File: src/rtl/sys_cmd_ctrl_if.sv
// rtl/sys_cmd_ctrl_if.sv - bus bundle between the command controller and UART RX, RF, ALU and TX FIFO
interface sys_cmd_ctrl_if #(
    parameter int DATA_W    = 8,
    parameter int ADDR_W    = 4,
    parameter int ALU_OUT_W = 16,
    parameter int FUN_W     = 4
);
    logic [DATA_W-1:0]    RX_P_Data;
    logic                 RX_D_VLD;
    logic [ALU_OUT_W-1:0] ALU_OUT;
    logic                 ALU_OUT_Valid;
    logic [DATA_W-1:0]    RegFile_RdData;
    logic                 RegFile_RdData_Valid;
    logic                 FIFO_FULL;

    logic                 ClkGating_EN;
    logic                 ClkDiv_EN;
    logic                 ALU_EN;
    logic [FUN_W-1:0]     ALU_FUN;
    logic [ADDR_W-1:0]    RegFile_Address;
    logic                 RegFile_WrEn;
    logic                 RegFile_RdEn;
    logic [DATA_W-1:0]    RegFile_WrData;
    logic [DATA_W-1:0]    FIFO_WrData;
    logic                 FIFO_WrInc;
    logic                 Frame_Err;
    logic                 Busy;

    modport master (
        input  RX_P_Data, RX_D_VLD, ALU_OUT, ALU_OUT_Valid,
               RegFile_RdData, RegFile_RdData_Valid, FIFO_FULL,
        output ClkGating_EN, ClkDiv_EN, ALU_EN, ALU_FUN, RegFile_Address,
               RegFile_WrEn, RegFile_RdEn, RegFile_WrData, FIFO_WrData,
               FIFO_WrInc, Frame_Err, Busy
    );

    modport slave (
        output RX_P_Data, RX_D_VLD, ALU_OUT, ALU_OUT_Valid,
               RegFile_RdData, RegFile_RdData_Valid, FIFO_FULL,
        input  ClkGating_EN, ClkDiv_EN, ALU_EN, ALU_FUN, RegFile_Address,
               RegFile_WrEn, RegFile_RdEn, RegFile_WrData, FIFO_WrData,
               FIFO_WrInc, Frame_Err, Busy
    );
endinterface

File: src/rtl/sys_cmd_ctrl.sv
// rtl/sys_cmd_ctrl.sv - byte-framed command parser driving RF, ALU and TX FIFO
module sys_cmd_ctrl #(
    parameter int DATA_W    = 8,
    parameter int ADDR_W    = 4,
    parameter int ALU_OUT_W = 16,
    parameter int FUN_W     = 4,
    parameter int TIMEOUT   = 255
) (
    input  logic          CLK,
    input  logic          RST,
    sys_cmd_ctrl_if.master bus
);
    localparam int NBYTES   = ALU_OUT_W / DATA_W;
    localparam int IW       = (NBYTES > 1) ? $clog2(NBYTES) : 1;
    localparam int TW       = (TIMEOUT > 1) ? $clog2(TIMEOUT + 1) : 1;
    localparam int TMO_LAST = (TIMEOUT > 0) ? TIMEOUT - 1 : 0;

    localparam logic [DATA_W-1:0] OP_WR    = DATA_W'(8'hAA);
    localparam logic [DATA_W-1:0] OP_RD    = DATA_W'(8'hBB);
    localparam logic [DATA_W-1:0] OP_BURST = DATA_W'(8'hEE);
    localparam logic [DATA_W-1:0] OP_ALU   = DATA_W'(8'hCC);
    localparam logic [DATA_W-1:0] OP_ALUNO = DATA_W'(8'hDD);

    typedef enum logic [3:0] {
        IDLE, GET_ADDR, GET_DATA, GET_CNT, GET_OPA, GET_OPB, GET_FUN,
        RD_REQ, RD_WAIT, ALU_WAIT, TX_PUSH
    } state_t;

    typedef enum logic [1:0] {M_WR, M_RD, M_BURST, M_ALU} mode_t;

    state_t               state, state_nxt;
    mode_t                mode, mode_nxt;
    logic [ADDR_W-1:0]    addr_r, addr_nxt;
    logic [DATA_W-1:0]    cnt_r, cnt_nxt;
    logic [ALU_OUT_W-1:0] result_r, result_nxt;
    logic [IW-1:0]        idx_r, idx_nxt, last_r, last_nxt;
    logic [TW-1:0]        tmo_cnt, tmo_nxt;
    logic [DATA_W-1:0]    cur_byte;
    logic                 in_get;

    logic                 wren_nxt, rden_nxt, alu_en_nxt, wrinc_nxt, ferr_nxt;
    logic                 cg_nxt, busy_nxt;
    logic [ADDR_W-1:0]    address_nxt;
    logic [DATA_W-1:0]    wrdata_nxt, fifo_data_nxt;
    logic [FUN_W-1:0]     fun_nxt;

    // Result bytes leave LSB first; idx_r selects the byte currently offered to the FIFO.
    assign cur_byte = DATA_W'(result_r >> (idx_r * DATA_W));
    assign in_get   = (state == GET_ADDR) || (state == GET_DATA) || (state == GET_CNT) ||
                      (state == GET_OPA)  || (state == GET_OPB)  || (state == GET_FUN);

    always_ff @(posedge CLK or posedge RST) begin
        if (RST) state <= IDLE;
        else     state <= state_nxt;
    end

    always_comb begin
        state_nxt     = state;
        mode_nxt      = mode;
        addr_nxt      = addr_r;
        cnt_nxt       = cnt_r;
        result_nxt    = result_r;
        idx_nxt       = idx_r;
        last_nxt      = last_r;
        tmo_nxt       = '0;
        wren_nxt      = 1'b0;
        rden_nxt      = 1'b0;
        alu_en_nxt    = 1'b0;
        wrinc_nxt     = 1'b0;
        ferr_nxt      = 1'b0;
        address_nxt   = bus.RegFile_Address;
        wrdata_nxt    = bus.RegFile_WrData;
        fun_nxt       = bus.ALU_FUN;
        fifo_data_nxt = bus.FIFO_WrData;

        case (state)
            IDLE: if (bus.RX_D_VLD) begin
                case (bus.RX_P_Data)
                    OP_WR:    begin mode_nxt = M_WR;    state_nxt = GET_ADDR; end
                    OP_RD:    begin mode_nxt = M_RD;    state_nxt = GET_ADDR; end
                    OP_BURST: begin mode_nxt = M_BURST; state_nxt = GET_ADDR; end
                    OP_ALU:   begin mode_nxt = M_ALU;   state_nxt = GET_OPA;  end
                    OP_ALUNO: begin mode_nxt = M_ALU;   state_nxt = GET_FUN;  end
                    default:  ferr_nxt = 1'b1;
                endcase
            end
            GET_ADDR: if (bus.RX_D_VLD) begin
                addr_nxt = bus.RX_P_Data[ADDR_W-1:0];
                case (mode)
                    M_WR:    state_nxt = GET_DATA;
                    M_BURST: state_nxt = GET_CNT;
                    default: begin
                        state_nxt   = RD_REQ;
                        rden_nxt    = 1'b1;
                        address_nxt = bus.RX_P_Data[ADDR_W-1:0];
                    end
                endcase
            end
            GET_DATA: if (bus.RX_D_VLD) begin
                wren_nxt    = 1'b1;
                address_nxt = addr_r;
                wrdata_nxt  = bus.RX_P_Data;
                state_nxt   = IDLE;
            end
            GET_CNT: if (bus.RX_D_VLD) begin
                if (bus.RX_P_Data == '0) begin
                    ferr_nxt  = 1'b1;
                    state_nxt = IDLE;
                end else begin
                    cnt_nxt     = bus.RX_P_Data;
                    rden_nxt    = 1'b1;
                    address_nxt = addr_r;
                    state_nxt   = RD_REQ;
                end
            end
            GET_OPA: if (bus.RX_D_VLD) begin
                wren_nxt    = 1'b1;
                address_nxt = '0;
                wrdata_nxt  = bus.RX_P_Data;
                state_nxt   = GET_OPB;
            end
            GET_OPB: if (bus.RX_D_VLD) begin
                wren_nxt    = 1'b1;
                address_nxt = ADDR_W'(1);
                wrdata_nxt  = bus.RX_P_Data;
                state_nxt   = GET_FUN;
            end
            GET_FUN: if (bus.RX_D_VLD) begin
                alu_en_nxt = 1'b1;
                fun_nxt    = bus.RX_P_Data[FUN_W-1:0];
                state_nxt  = ALU_WAIT;
            end
            RD_REQ: state_nxt = RD_WAIT;
            RD_WAIT: if (bus.RegFile_RdData_Valid) begin
                result_nxt = ALU_OUT_W'(bus.RegFile_RdData);
                idx_nxt    = '0;
                last_nxt   = '0;
                state_nxt  = TX_PUSH;
            end
            ALU_WAIT: if (bus.ALU_OUT_Valid) begin
                result_nxt = bus.ALU_OUT;
                idx_nxt    = '0;
                last_nxt   = IW'(NBYTES - 1);
                state_nxt  = TX_PUSH;
            end
            TX_PUSH: begin
                // The byte is presented even while the FIFO is full so WrData is stable at push time.
                fifo_data_nxt = cur_byte;
                if (!bus.FIFO_FULL) begin
                    wrinc_nxt = 1'b1;
                    if (idx_r == last_r) begin
                        idx_nxt = '0;
                        if (mode == M_BURST) cnt_nxt = cnt_r - 1'b1;
                        if (mode == M_BURST && cnt_r > DATA_W'(1)) begin
                            addr_nxt    = addr_r + 1'b1;
                            address_nxt = addr_r + 1'b1;
                            rden_nxt    = 1'b1;
                            state_nxt   = RD_REQ;
                        end else begin
                            state_nxt = IDLE;
                        end
                    end else begin
                        idx_nxt = idx_r + 1'b1;
                    end
                end
            end
            default: state_nxt = IDLE;
        endcase

        // Operand consumption is gated by RX_D_VLD, so abandoning a frame here has no side effect.
        if (TIMEOUT != 0 && in_get && !bus.RX_D_VLD) begin
            if (tmo_cnt == TW'(TMO_LAST)) begin
                ferr_nxt  = 1'b1;
                state_nxt = IDLE;
            end else begin
                tmo_nxt = tmo_cnt + 1'b1;
            end
        end

        cg_nxt   = (state_nxt == GET_FUN) || (state_nxt == ALU_WAIT);
        busy_nxt = (state_nxt != IDLE);
    end

    always_ff @(posedge CLK or posedge RST) begin
        if (RST) begin
            mode                <= M_WR;
            addr_r              <= '0;
            cnt_r               <= '0;
            result_r            <= '0;
            idx_r               <= '0;
            last_r              <= '0;
            tmo_cnt             <= '0;
            bus.ClkGating_EN    <= 1'b0;
            bus.ClkDiv_EN       <= 1'b1;
            bus.ALU_EN          <= 1'b0;
            bus.ALU_FUN         <= '0;
            bus.RegFile_Address <= '0;
            bus.RegFile_WrEn    <= 1'b0;
            bus.RegFile_RdEn    <= 1'b0;
            bus.RegFile_WrData  <= '0;
            bus.FIFO_WrData     <= '0;
            bus.FIFO_WrInc      <= 1'b0;
            bus.Frame_Err       <= 1'b0;
            bus.Busy            <= 1'b0;
        end else begin
            mode                <= mode_nxt;
            addr_r              <= addr_nxt;
            cnt_r               <= cnt_nxt;
            result_r            <= result_nxt;
            idx_r               <= idx_nxt;
            last_r              <= last_nxt;
            tmo_cnt             <= tmo_nxt;
            bus.ClkGating_EN    <= cg_nxt;
            bus.ClkDiv_EN       <= 1'b1;
            bus.ALU_EN          <= alu_en_nxt;
            bus.ALU_FUN         <= fun_nxt;
            bus.RegFile_Address <= address_nxt;
            bus.RegFile_WrEn    <= wren_nxt;
            bus.RegFile_RdEn    <= rden_nxt;
            bus.RegFile_WrData  <= wrdata_nxt;
            bus.FIFO_WrData     <= fifo_data_nxt;
            bus.FIFO_WrInc      <= wrinc_nxt;
            bus.Frame_Err       <= ferr_nxt;
            bus.Busy            <= busy_nxt;
        end
    end
endmodule

File: src/flat_wrapper.sv
// flat-port wrapper written by rule: the top's interface ports become plain ports
module sys_cmd_ctrl_flat 
#(
    parameter int DATA_W    = 8,
    parameter int ADDR_W    = 4,
    parameter int ALU_OUT_W = 16,
    parameter int FUN_W     = 4,
    parameter int TIMEOUT   = 255
)
  (CLK, RST, bus_RX_P_Data, bus_RX_D_VLD, bus_ALU_OUT, bus_ALU_OUT_Valid, bus_RegFile_RdData, bus_RegFile_RdData_Valid, bus_FIFO_FULL, bus_ClkGating_EN, bus_ClkDiv_EN, bus_ALU_EN, bus_ALU_FUN, bus_RegFile_Address, bus_RegFile_WrEn, bus_RegFile_RdEn, bus_RegFile_WrData, bus_FIFO_WrData, bus_FIFO_WrInc, bus_Frame_Err, bus_Busy);
  sys_cmd_ctrl_if #(.DATA_W(DATA_W), .ADDR_W(ADDR_W), .ALU_OUT_W(ALU_OUT_W), .FUN_W(FUN_W)) bus_i ();
  input  logic CLK;
  input  logic RST;
  input wire logic [$bits(bus_i.RX_P_Data)-1:0] bus_RX_P_Data;
  input wire logic [$bits(bus_i.RX_D_VLD)-1:0] bus_RX_D_VLD;
  input wire logic [$bits(bus_i.ALU_OUT)-1:0] bus_ALU_OUT;
  input wire logic [$bits(bus_i.ALU_OUT_Valid)-1:0] bus_ALU_OUT_Valid;
  input wire logic [$bits(bus_i.RegFile_RdData)-1:0] bus_RegFile_RdData;
  input wire logic [$bits(bus_i.RegFile_RdData_Valid)-1:0] bus_RegFile_RdData_Valid;
  input wire logic [$bits(bus_i.FIFO_FULL)-1:0] bus_FIFO_FULL;
  output wire logic [$bits(bus_i.ClkGating_EN)-1:0] bus_ClkGating_EN;
  output wire logic [$bits(bus_i.ClkDiv_EN)-1:0] bus_ClkDiv_EN;
  output wire logic [$bits(bus_i.ALU_EN)-1:0] bus_ALU_EN;
  output wire logic [$bits(bus_i.ALU_FUN)-1:0] bus_ALU_FUN;
  output wire logic [$bits(bus_i.RegFile_Address)-1:0] bus_RegFile_Address;
  output wire logic [$bits(bus_i.RegFile_WrEn)-1:0] bus_RegFile_WrEn;
  output wire logic [$bits(bus_i.RegFile_RdEn)-1:0] bus_RegFile_RdEn;
  output wire logic [$bits(bus_i.RegFile_WrData)-1:0] bus_RegFile_WrData;
  output wire logic [$bits(bus_i.FIFO_WrData)-1:0] bus_FIFO_WrData;
  output wire logic [$bits(bus_i.FIFO_WrInc)-1:0] bus_FIFO_WrInc;
  output wire logic [$bits(bus_i.Frame_Err)-1:0] bus_Frame_Err;
  output wire logic [$bits(bus_i.Busy)-1:0] bus_Busy;
  assign bus_i.RX_P_Data = bus_RX_P_Data;
  assign bus_i.RX_D_VLD = bus_RX_D_VLD;
  assign bus_i.ALU_OUT = bus_ALU_OUT;
  assign bus_i.ALU_OUT_Valid = bus_ALU_OUT_Valid;
  assign bus_i.RegFile_RdData = bus_RegFile_RdData;
  assign bus_i.RegFile_RdData_Valid = bus_RegFile_RdData_Valid;
  assign bus_i.FIFO_FULL = bus_FIFO_FULL;
  assign bus_ClkGating_EN = bus_i.ClkGating_EN;
  assign bus_ClkDiv_EN = bus_i.ClkDiv_EN;
  assign bus_ALU_EN = bus_i.ALU_EN;
  assign bus_ALU_FUN = bus_i.ALU_FUN;
  assign bus_RegFile_Address = bus_i.RegFile_Address;
  assign bus_RegFile_WrEn = bus_i.RegFile_WrEn;
  assign bus_RegFile_RdEn = bus_i.RegFile_RdEn;
  assign bus_RegFile_WrData = bus_i.RegFile_WrData;
  assign bus_FIFO_WrData = bus_i.FIFO_WrData;
  assign bus_FIFO_WrInc = bus_i.FIFO_WrInc;
  assign bus_Frame_Err = bus_i.Frame_Err;
  assign bus_Busy = bus_i.Busy;
  sys_cmd_ctrl #(.DATA_W(DATA_W), .ADDR_W(ADDR_W), .ALU_OUT_W(ALU_OUT_W), .FUN_W(FUN_W), .TIMEOUT(TIMEOUT)) u_core (.CLK(CLK), .RST(RST), .bus(bus_i));
endmodule
File: config.mk
export PLATFORM = sky130hd
export DESIGN_NAME = sys_cmd_ctrl_flat
export DESIGN_NICKNAME = d
export VERILOG_FILES = /design/src/rtl/sys_cmd_ctrl_if.sv /design/src/rtl/sys_cmd_ctrl.sv /design/src/flat_wrapper.sv
export SDC_FILE = /design/constraint.sdc
export NUM_CORES = 1
export LEC_CHECK = 0
export CAP_MARGIN = 20
export CORE_ASPECT_RATIO = 1.2
export CORE_MARGIN = 5
export CORE_UTILIZATION = 45
export CTS_CLUSTER_SIZE = 30
export DETAILED_ROUTE_END_ITERATION = 7
export DONT_BUFFER_PORTS = 1
export PLACE_DENSITY_LB_ADDON = 0.12
export SLEW_MARGIN = 10
export SYNTH_ARGS = -nofsm -noshare
export SYNTH_HDL_FRONTEND = slang
export SYNTH_SLANG_ARGS = --single-unit
File: constraint.sdc
create_clock -name CLK -period 6.9 [get_ports CLK]
set_input_delay 1.725 -clock CLK [delete_from_list [all_inputs] [get_ports CLK]]
set_output_delay 1.725 -clock CLK [all_outputs]
set_load 0.05 [all_outputs]
==> results by group, run 1 <==
Global routing
  – Initial antenna violation count: 0
  – Grt ovf: 0
  – Largest net degree at the start of global routing: 45
  – GRT Util Overall: 18.2%
  – Vias in the first global route: 3006
  – First-pass GRT wire length: 15400 µm

Synthesis
  – Netlist cell types: 65
  – Syn Nets: 452
  – Dominant synthesized flop cell: dfrtp_1
  – Ys Warns: 0
  – Seq/Total Area, Yosys: 47.1%
  – Yosys reg bits: 75
  – Leading area contributor after synthesis: dfrtp_1
  – Async SR Flop Fraction: 100%
  – Post-synth top cells: dfrtp_1, o21ai_0, nand2_1
  – Mapped Cells: 408
  – Avg Cell Area, Syn: 9.76 µm²
  – Top cells by area, synth: dfrtp_1, o21ai_0, mux2i_1, mux2_2, nand2_1
  – Top-count cell post-synth: dfrtp_1
  – Post-Syn Area: 0.00398 mm²
  – Post-synth EDFFs: 0
  – Post-synth top area share: 47.1%

Place
  – Final HPWL DP: 6610 µm
  – Worst slack at placement: 3.29 ns
  – Port Buffer Count: 0
  – Routability Congestion: 0.847

Timing
  – Final worst-path cycle share: 47.6%
  – Setup Skew: 0.00959 ns
  – Total negative setup slack: 0 ns
  – Actual slew at the worst max-slew pin: 0.912 ns
  – Hold WS: 0.487 ns
  – Fmax: 304 MHz
  – Fin crit period: 3.29 ns
  – Relative slew slack: 38.8%
  – Fin. Hold Viols: 0
  – Final Max Slew Viols: 0
  – RSZ-0062 raised after global routing: no
  – Final setup fails: 0
  – Post-route worst setup slack: 3.61 ns

Worst setup path
  – Worst Setup Start Kind: primary input
  – Worst path buffer plus inverter count: 1
  – Setup slack, reg-to-reg: 4.26 ns
  – CP endpoint kind: register
  – CP Cell Sequence: or4_1, nor3_1, inv_1, o221ai_1, mux2_2
  – R2r worst-path depth: 5
  – Worst flop-to-flop path startpoint: u_core.state[1]
  – CP required: 7.13 ns
  – Slowest stage cell, crit path: or4_1
  – FF-to-FF End: u_core.cnt_r[2]
  – CP top delay family: simple AND/OR/NAND/NOR gates
  – Critical path arrival: 3.51 ns
  – CP max stage delay: 0.54 ns
  – Critical Path Start: bus_RX_P_Data[0]
  – Crit path max fanout: 9
  – Crit Path Class: primary input to register

Clock network
  – CTS buffer count: 9
  – Post-CTS setup buffer count: 0
  – Root buffer cell: clkbuf_8
  – CTS tree: yes
  – Clock Path Buffers: 2
  – Clock transition at the registers of the reported paths: 0.08 ns
  – CTS Hold Buffers Added: 0
  – Post_cts resized: 0
  – Clk sinks: 75
  – Skew-Pair Late Insertion Delay: 0.35 ns
  – H-Tree Depth: 3

Routing
  – WL final: 9120 µm
  – Vias per cell: 5.74
  – 1st-iter DRT viols: 219
  – Vias: 2965
  – Wire per inst: 17.6 µm
  – # DRC: 0
  – First drt pass iteration count: 4
  – Post-route ant nets: 0

Pwr
  – Total power draw: 1.83 mW
  – Power per cell area: 429 mW/mm²
  – Net Sw Power: 0.813 mW
  – Leak Pwr: 1.82 nW
  – VDD IR max: 0.284 mV
  – P_int: 1.01 mW
  – Sw Share: 44.5%
  – Flop pwr share: 54.6%
  – Comb power frac: 25.4%
  – Clock network power share: 20.0%

Floorplan
  – Starting density of the core: 46.3%
  – Rows: 37
  – Die Area: 0.0108 mm²
  – Width of the chip: 95.9 µm
  – I/O Pins: 70
  – Die height: 113 µm
  – Core footprint: 0.00861 mm²

Cells and area
  – Share of layout cells above drive strength 1: 11.3%
  – Ant diodes: 0
  – Nets: 440
  – Number of fill cells: 837
  – Synth-to-layout area growth: 6.91%

Min path
  – Worst hold path type: register to register
  – Hold worst-path end: u_core.result_r[5]
  – Hold depth: 2
  – Hold path start: u_core.result_r[5]

Flow run
  – Max-cap viol count: 0

Status
  – Status: completed
-- routing by layer --
layer	global-route usage, %	vias to the layer above	share of wire (%)
met5	0	-	0
met4	6.55	0	1.9
met3	5.39	14	6.6
met2	28.0	83	48
met1	24.1	1414	43
li1	-	1454	-
-- worst max-delay path by stage --
stage | end | slack (ns) | cells after the start
4_1_cts | u_core.bus.RegFile_Address[3] | 3.67 | 5
6_report | u_core.bus.RegFile_Address[0] | 3.61 | 5
3_3_place_gp | u_core.bus.RegFile_Address[2] | 3.40 | 5
5_1_grt | u_core.bus.Busy | 3.47 | 5
2_1_floorplan | u_core.addr_r[0] | 3.27 | 1
3_5_place_dp | u_core.bus.RegFile_Address[3] | 3.29 | 5
-- metrics by stage --
step / utilization, % / instance area [µm²] / std cells
final: 49.4 / 4260 / 517
after global routing: 49.4 / 4260 / 517
after CTS: 49.4 / 4260 / 517
after detailed placement: 46.9 / 4040 / 502
after global placement: 46.9 / 4040 / 502
after floorplan: - / 3980 / 408
-- cells by family (layout without fill, tap and decap cells) --
kind of cell,Yosys count,count (layout),share of synthesized area (%)
adder cells (fa/ha/maj),6,6,1.88
other,1,1,0.0942
AND/OR/NAND/NOR,137,137,17.7
AO/OA/AOI/OAI,106,106,18.0
XOR/XNOR,8,8,1.76
buffers and inverters,40,32,4.18
multiplexers,35,35,9.30
flip-flops,75,75,47.1
-- final cells by class --
cell class	instances	area [µm²]	area share, %
timing repair buffer	3	22.5	0.529
sequential	75	1880	44.1
clock buffer	10	138	3.23
multi-input combinational	293	1940	45.7
tap	117	146	3.44
inverter	14	52.6	1.23
clock inverter	5	77.6	1.82
-- cells in the final DEF, fill, tap and decap left out, types with 4 or more instances in the layout --
| master | n |
|---|---|
| clkbuf_8 | 10 |
| xor2_1 | 6 |
| nand3_1 | 10 |
| inv_1 | 13 |
| o21ai_0 | 42 |
| dfrtp_1 | 75 |
| a22o_1 | 9 |
| mux2i_1 | 19 |
| ha_1 | 6 |
| a31oi_1 | 5 |
| nor2_1 | 35 |
| nor3_1 | 9 |
| a21oi_1 | 12 |
| or4_1 | 5 |
| nand2_1 | 38 |
| nand2b_1 | 4 |
| mux2_2 | 16 |
| nand4_1 | 5 |
| and2_1 | 5 |
-- power by group through the flow --
stage | registers, mW | logic [mW] | clock network, mW
2_1_floorplan | 0.936 | 0.424 | 0
3_3_place_gp | 1.01 | 0.459 | 0
3_5_place_dp | 1.01 | 0.467 | 0
4_1_cts | 1.00 | 0.469 | 0.378
5_1_grt | 1.03 | 0.530 | 0.398
6_report | 0.998 | 0.464 | 0.365
-- worst reg2reg max path, stage by stage (launching register included) --
cell	delay, ns
dfrtp_1	0.83
nand4bb_1	0.53
and2_1	0.32
nor3_1	0.50
o21ai_0	0.18
o2bb2ai_1	0.17
-- flip-flops by register name, summed over array words and instances, names as in the netlist, 2 cells and up --
register,flops
u_core.result_r,16
u_core.bus.FIFO_WrData,8
u_core.bus.RegFile_WrData,8
u_core.cnt_r,8
u_core.tmo_cnt,8
u_core.addr_r,4
u_core.bus.ALU_FUN,4
u_core.bus.RegFile_Address,4
u_core.state,4
u_core.mode,2
No activity file was read; power rests on OpenSTA's default activity.
==> run 2: changes to the inputs <==
clock period = 3.3 ns   (was 6.9 ns; I/O delays follow)
==> results by group, run 2 (synthesis gave the netlist of run 1 again) <==
Status
  – Status: completed (unchanged)

Routing
  – First drt pass iteration count: 4 (unchanged)
  – WL final: 9250 µm (was 9120 µm)
  – Post-route ant nets: 0 (unchanged)
  – Vias per cell: 5.75 (was 5.74)
  – # DRC: 0 (unchanged)
  – Vias: 2999 (was 2965)
  – 1st-iter DRT viols: 233 (was 219)
  – Wire per inst: 17.7 µm (was 17.6 µm)

Cells and area
  – Nets: 446 (was 440)
  – Ant diodes: 0 (unchanged)
  – Largest register FFs: 16 (unchanged)
  – Share of layout cells above drive strength 1: 12.1% (was 11.3%)
  – Commonest non-fill, non-tap cells in the layout: dfrtp_1, o21ai_0, nand2_1, nor2_1, mux2i_1 (unchanged)
  – Most common cell after layout, fill and taps aside: dfrtp_1 (unchanged)
  – Most flops, register: u_core.result_r (unchanged)
  – Synth-to-layout area growth: 7.51% (was 6.91%)

Pwr
  – Clock network power share: 18.0% (was 20.0%)
  – VDD IR max: 0.443 mV (was 0.284 mV)
  – Power per cell area: 880 mW/mm² (was 429 mW/mm²)
  – Sw Share: 45.3% (was 44.5%)
  – Leak Pwr: 1.84 nW (was 1.82 nW)
  – P_int: 2.06 mW (was 1.01 mW)
  – Total power draw: 3.77 mW (was 1.83 mW)
  – Comb power frac: 27.5% (was 25.4%)
  – Flop pwr share: 54.5% (was 54.6%)
  – Net Sw Power: 1.71 mW (was 0.813 mW)

Place
  – Final HPWL DP: 6730 µm (was 6610 µm)
  – Port Buffer Count: 0 (unchanged)
  – Worst slack at placement: 0.575 ns (was 3.29 ns)
  – Routability Congestion: 0.864 (was 0.847)

Global routing
  – Grt ovf: 0 (unchanged)
  – Vias in the first global route: 3061 (was 3006)
  – GRT Util Overall: 18.2% (about the same)
  – First-pass GRT wire length: 15500 µm (was 15400 µm)
  – Largest net degree at the start of global routing: 46 (was 45)
  – Initial antenna violation count: 0 (unchanged)

Clock network
  – Post_cts resized: 0 (unchanged)
  – Clock Path Buffers: 2 (unchanged)
  – CTS tree: yes (unchanged)
  – CTS Hold Buffers Added: 0 (unchanged)
  – Root buffer cell: clkbuf_8 (unchanged)
  – Clk sinks: 75 (unchanged)
  – H-Tree Depth: 3 (unchanged)
  – Clock transition at the registers of the reported paths: 0.07 ns (was 0.08 ns)
  – Post-CTS setup buffer count: 0 (unchanged)
  – Skew-Pair Late Insertion Delay: 0.35 ns (about the same)
  – CTS buffer count: 9 (unchanged)

Floorplan
  – Core footprint: 0.00861 mm² (unchanged)
  – I/O Pins: 70 (unchanged)
  – Die height: 113 µm (unchanged)
  – Starting density of the core: 46.3% (unchanged)
  – Width of the chip: 95.9 µm (unchanged)
  – Die Area: 0.0108 mm² (unchanged)
  – Rows: 37 (unchanged)

Worst setup path
  – R2r worst-path depth: 7 (was 5)
  – CP top delay family: compound AO/OA/AOI/OAI gates (was simple AND/OR/NAND/NOR gates)
  – Critical path arrival: 2.73 ns (was 3.51 ns)
  – CP endpoint kind: register (unchanged)
  – Crit-path most repeated cell: and4bb_2
  – Crit path max fanout: 10 (was 9)
  – Setup slack, reg-to-reg: 0.77 ns (was 4.26 ns)
  – FF-to-FF End: u_core.bus.Busy (was u_core.cnt_r[2])
  – Worst path buffer plus inverter count: 1 (unchanged)
  – CP max stage delay: 0.67 ns (was 0.54 ns)
  – Worst flop-to-flop path startpoint: u_core.idx_r (was u_core.state[1])
  – Crit Path Class: register to register (was primary input to register)
  – Worst Setup Start Kind: register (was primary input)
  – CP Cell Sequence: inv_1, ha_1, and4bb_2, o41a_1, a32oi_2, and4bb_2, a41oi_1 (was or4_1, nor3_1, inv_1, o221ai_1, mux2_2)
  – Slowest stage cell, crit path: dfrtp_1 (was or4_1)
  – CP required: 3.50 ns (was 7.13 ns)

Timing
  – RSZ-0062 raised after global routing: no (unchanged)
  – Post-route worst setup slack: 0.773 ns (was 3.61 ns)
  – Fin. Hold Viols: 0 (unchanged)
  – Final setup fails: 0 (unchanged)
  – Setup Skew: 0.00791 ns (was 0.00959 ns)
  – Total negative setup slack: 0 ns (unchanged)
  – Fmax: 396 MHz
  – Fin crit period: 2.53 ns
  – Relative slew slack: 43.4% (was 38.8%)
  – Actual slew at the worst max-slew pin: 0.828 ns (was 0.912 ns)
  – Final Max Slew Viols: 0 (unchanged)
  – Final worst-path cycle share: 76.6%

Min path
  – Worst hold path type: primary input to asynchronous set/reset pin (was register to register)

Flow run
  – Max-cap viol count: 0 (unchanged)
run 2: cell count changes in the layout (fill, tap and decap cells not counted), sizes merged:
| cell | change |
|---|---|
| buf | +6 |
| bufinv | -1 |
| clkbuf | +1 |
| clkinvlp | -1 |
run 2: area by class of cell:
type,instances,area [µm²]
Sequential cell,75,1880
Timing Repair Buffer,9,80.1
Multi-Input combinational cell,293,1940
Fill cell,835,4330
Inverter,14,52.6
Tap cell,117,146
Clock inverter,3,40.0
Clock buffer,11,141
run 2: power by group through the flow:
stage                     clock (mW)  sequential (mW)  combinational (mW)
after global routing           0.740             2.10                1.19
after global placement             0             2.07                1.02
after floorplan                    0             1.96               0.887
final                          0.677             2.05                1.04
after CTS                      0.704             2.06                1.05
after detailed placement           0             2.08                1.04
run 2: routing by layer:
metal | wire [µm] | track usage (%)
met4 | 161 | 6.26
met3 | 646 | 4.92
met2 | 4560 | 30.1
met5 | 0 | 0
met1 | 3880 | 22.9
run 2: stage by stage:
stage / util (%) / hold WS [ns] / instance area [µm²] / std cells
6_report: 49.7 / 0.447 / 4280 / 522
5_1_grt: 49.7 / 0.495 / 4280 / 522
4_1_cts: 49.7 / 0.461 / 4280 / 522
3_5_place_dp: 47.6 / 0.473 / 4100 / 508
3_3_place_gp: 47.6 / 0.465 / 4100 / 508
2_1_floorplan: - / 0.449 / 3980 / 408
run 2: worst max path at each step:
stage | start | end | slack, ns | cells past startpoint
3_5_place_dp | bus_RX_P_Data[0] | u_core.bus.RegFile_Address[3] | 0.57 | 5
4_1_cts | u_core.idx_r | u_core.bus.ClkGating_EN | 0.77 | 7
3_3_place_gp | bus_RX_P_Data[0] | u_core.bus.RegFile_Address[2] | 0.66 | 5
2_1_floorplan | RST | u_core.addr_r[0] | 0.57 | 1
5_1_grt | u_core.state[1] | u_core.bus.Busy | 0.60 | 6
6_report | u_core.idx_r | u_core.bus.Busy | 0.77 | 7
run 2: worst reg2reg max path: stages, from the launching register on:
cell	delay (ns)
dfrtp_1	0.67
inv_1	0.10
ha_1	0.30
and4bb_2	0.24
o41a_1	0.15
a32oi_2	0.43
and4bb_2	0.36
a41oi_1	0.14
==> run 3: changes to the inputs <==
ABC_AREA = 1   (was default)
clock period = 2.4 ns   (was 3.3 ns; I/O delays follow)
==> results by group, run 3 <==
Synthesis
  – Leading area contributor after synthesis: dfrtp_1 (unchanged)
  – Main combinational cell family by area after synthesis: simple AND/OR/NAND/NOR gates (was compound AO/OA/AOI/OAI gates)
  – Post-synth top cells: nand2_1, dfrtp_1, nor2_1 (was dfrtp_1, o21ai_0, nand2_1)
  – Seq/Total Area, Yosys: 46.3% (was 47.1%)
  – Top cells by area, synth: dfrtp_1, nand2_1, nor2_1, nand3_1, o21ai_0 (was dfrtp_1, o21ai_0, mux2i_1, mux2_2, nand2_1)
  – Adder-Cell Fraction of Synth Area: 1.85% (was 1.89%)
  – Dominant synthesized flop cell: dfrtp_1 (unchanged)
  – Top-count cell post-synth: nand2_1 (was dfrtp_1)
  – Mux share of post-synthesis cell area: 0% (was 9.30%)
  – Post-Syn Area: 0.00406 mm² (was 0.00398 mm²)
  – Post-synthesis simple-gate area fraction: 28.4% (was 17.7%)
  – Post-synth top area share: 46.3% (was 47.1%)
  – Syn Nets: 561 (was 452)
  – Post-synth EDFFs: 0 (unchanged)
  – Compound-Gate Fraction of Synth Area: 14.8% (was 18.0%)
  – XOR/XNOR Fraction of Synth Area: 1.08% (was 1.76%)
  – Ys Warns: 0 (unchanged)
  – Yosys reg bits: 75 (unchanged)
  – Async SR Flop Fraction: 100% (unchanged)
  – Mapped Cells: 517 (was 408)
  – Netlist cell types: 45 (was 65)
  – Avg Cell Area, Syn: 7.85 µm² (was 9.76 µm²)

Pwr
  – Power per cell area: 1350 mW/mm² (was 880 mW/mm²)
  – Total power draw: 5.94 mW (was 3.77 mW)
  – Leak Pwr: 2.14 nW (was 1.84 nW)
  – VDD IR max: 0.631 mV (was 0.443 mV)

Floorplan
  – Rows: 38 (was 37)
  – Width of the chip: 96.7 µm (was 95.9 µm)
  – Starting density of the core: 45.4% (was 46.3%)
  – Die height: 114 µm (was 113 µm)
  – Die Area: 0.0110 mm² (was 0.0108 mm²)
  – Core footprint: 0.00894 mm² (was 0.00861 mm²)
  – I/O Pins: 70 (unchanged)

Timing
  – Setup Skew: 0.00813 ns (was 0.00791 ns)
  – Final worst-path cycle share: 83.8% (was 76.6%)
  – Fin. Hold Viols: 0 (unchanged)
  – RSZ-0062 raised after global routing: no (unchanged)
  – Fin crit period: 2.01 ns (was 2.53 ns)
  – Final Max Slew Viols: 0 (unchanged)
  – Total negative setup slack: 0 ns (unchanged)
  – Final setup fails: 0 (unchanged)
  – Fmax: 497 MHz (was 396 MHz)

Global routing
  – Grt ovf: 0 (unchanged)
  – GRT Util Overall: 19.1% (was 18.2%)
  – Vias in the first global route: 3366 (was 3061)
  – Largest net degree at the start of global routing: 76 (was 46)
  – First-pass GRT wire length: 16900 µm (was 15500 µm)
  – Initial antenna violation count: 0 (unchanged)

Cells and area
  – Most flops, register: u_core.result_r (unchanged)
  – Multi-input logic area: 0.00188 mm² (was 0.00194 mm²)
  – Most common cell after layout, fill and taps aside: nand2_1 (was dfrtp_1)
  – Utilization after layout: 49.2% (was 49.7%)
  – Commonest non-fill, non-tap cells in the layout: nand2_1, dfrtp_1, nor2_1, inv_1 (was dfrtp_1, o21ai_0, nand2_1, nor2_1, mux2i_1)
  – Number of fill cells: 911 (was 835)
  – Synth-to-layout area growth: 8.48% (was 7.51%)
  – Nets: 565 (was 446)
  – Share of layout cells above drive strength 1: 10.1% (was 12.1%)
  – Flip-flop and latch area: 0.00188 mm² (unchanged)
  – Largest register FFs: 16 (unchanged)
  – Ant diodes: 0 (unchanged)

Worst setup path
  – Crit path max fanout: 5 (was 10)
  – CP endpoint kind: register (unchanged)
  – Worst Setup Start Kind: register (unchanged)
  – Critical path arrival: 2.24 ns (was 2.73 ns)
  – Crit Path Class: register to register (unchanged)
  – CP max stage delay: 0.41 ns (was 0.67 ns)
  – Slowest stage cell, crit path: dfrtp_1 (unchanged)
  – CP Cell Sequence: inv_1, ha_1, inv_1, nand2_1, nand4_1, nand3_1, nand2_1, nor2_1, a21boi_4, nand3b_1 (was inv_1, ha_1, and4bb_2, o41a_1, a32oi_2, and4bb_2, a41oi_1)
  – CP required: 2.63 ns (was 3.50 ns)

Clock network
  – H-Tree Depth: 3 (unchanged)
  – Clock transition at the registers of the reported paths: 0.07 ns (about the same)
  – Post_cts resized: 0 (unchanged)
  – Skew-Pair Late Insertion Delay: 0.35 ns (about the same)
  – Clock Path Buffers: 2 (unchanged)
  – Clk sinks: 75 (unchanged)
  – Post-CTS setup buffer count: 0 (unchanged)
  – CTS Hold Buffers Added: 0 (unchanged)
  – CTS tree: yes (unchanged)
  – Root buffer cell: clkbuf_8 (unchanged)
  – CTS buffer count: 9 (unchanged)

Min path
  – Worst hold path type: primary input to asynchronous set/reset pin (unchanged)

Place
  – Port Buffer Count: 0 (unchanged)
  – Final HPWL DP: 7430 µm (was 6730 µm)
  – Routability Congestion: 0.979 (was 0.864)

Status
  – Status: completed (unchanged)

Routing
  – WL final: 10100 µm (was 9250 µm)
  – Vias: 3438 (was 2999)
  – Post-route ant nets: 0 (unchanged)
  – Vias per cell: 5.33 (was 5.75)
  – First drt pass iteration count: 4 (unchanged)
  – Wire per inst: 15.6 µm (was 17.7 µm)
  – 1st-iter DRT viols: 210 (was 233)
  – # DRC: 0 (unchanged)

Flow run
  – Max-cap viol count: 0 (unchanged)
[run 3: cell count changes after synthesis, sizes merged, moves of 6 or more]
cell and delta:
nor2 +40, nand2 +91, nand3 +31, mux2 -16
mux2i -19, a22o -9, and2 -6, inv +40
nor3 -8, buf +7, a31oi +14, o21ai +7
clkbuf -19
[run 3: cell type report]
| cell class | instances | share of cell area, % |
|---|---|---|
| Clock buffer | 10 | 2.90 |
| Clock inverter | 5 | 1.79 |
| Inverter | 57 | 5.15 |
| Multi-Input combinational cell | 371 | 42.6 |
| Sequential cell | 75 | 42.6 |
| Tap cell | 120 | 3.41 |
| Timing Repair Buffer | 7 | 1.48 |
[run 3: power breakdown]
part           switching [mW]  leakage, nW  internal [mW]  total, mW
registers                1.21        0.943           1.78       2.99
logic                    1.23         1.10          0.678       1.90
clock network           0.466        0.106          0.579       1.04
total                    2.90         2.14           3.03       5.94
[run 3: per-layer routing]
metal | share of wire, % | vias to the layer above | GRT usage (%)
met5 | 0 | - | 0
met2 | 47 | 103 | 31.1
met1 | 44 | 1603 | 23.6
met4 | 2.5 | 0 | 9.46
li1 | - | 1709 | -
met3 | 6.3 | 23 | 4.83
[run 3: path summary, 6_finish.rpt]
kind,startpoint,cells past startpoint,end,slack (ns)
setup reg to reg,u_core.cnt_r[0],10,u_core.bus.Busy,0.39
min in group CLK,bus_FIFO_FULL,1,u_core.bus.FIFO_WrInc,0.32
max in group asynchronous,RST,2,u_core.bus.ALU_FUN[3],1.87
hold / removal,RST,2,u_core.result_r[5],0.23
setup / recovery,u_core.cnt_r[0],10,u_core.bus.Busy,0.39
hold reg to reg,u_core.tmo_cnt[0],1,u_core.tmo_cnt[0],0.50
[run 3: kinds of logic (layout without fill, tap and decap cells)]
logic type / count (synthesis) / in the layout
compound gates: 97 / 97
simple gates: 262 / 262
xor+xnor: 5 / 5
flops: 75 / 75
buf+inv: 71 / 79
other cells: 1 / 1
fa+ha+maj: 6 / 6
[run 3: critical path: cells and delay by family, from the launching register on]
| kind | cells | cell delay (ns) |
|---|---|---|
| simple gates | 6 | 0.94 |
| flops | 1 | 0.41 |
| fa+ha+maj | 1 | 0.23 |
| buf+inv | 2 | 0.22 |
| compound gates | 1 | 0.10 |
[run 3: stage by stage]
step           instance area (µm²)  instances  setup slack [ns]  hold WS, ns
2_1_floorplan                 4060        517             0.390        0.455
3_3_place_gp                  4190        630             0.450        0.480
3_5_place_dp                  4190        630             0.415        0.490
4_1_cts                       4400        645             0.403        0.233
5_1_grt                       4400        645             0.178        0.257
6_report                      4400        645             0.388        0.232
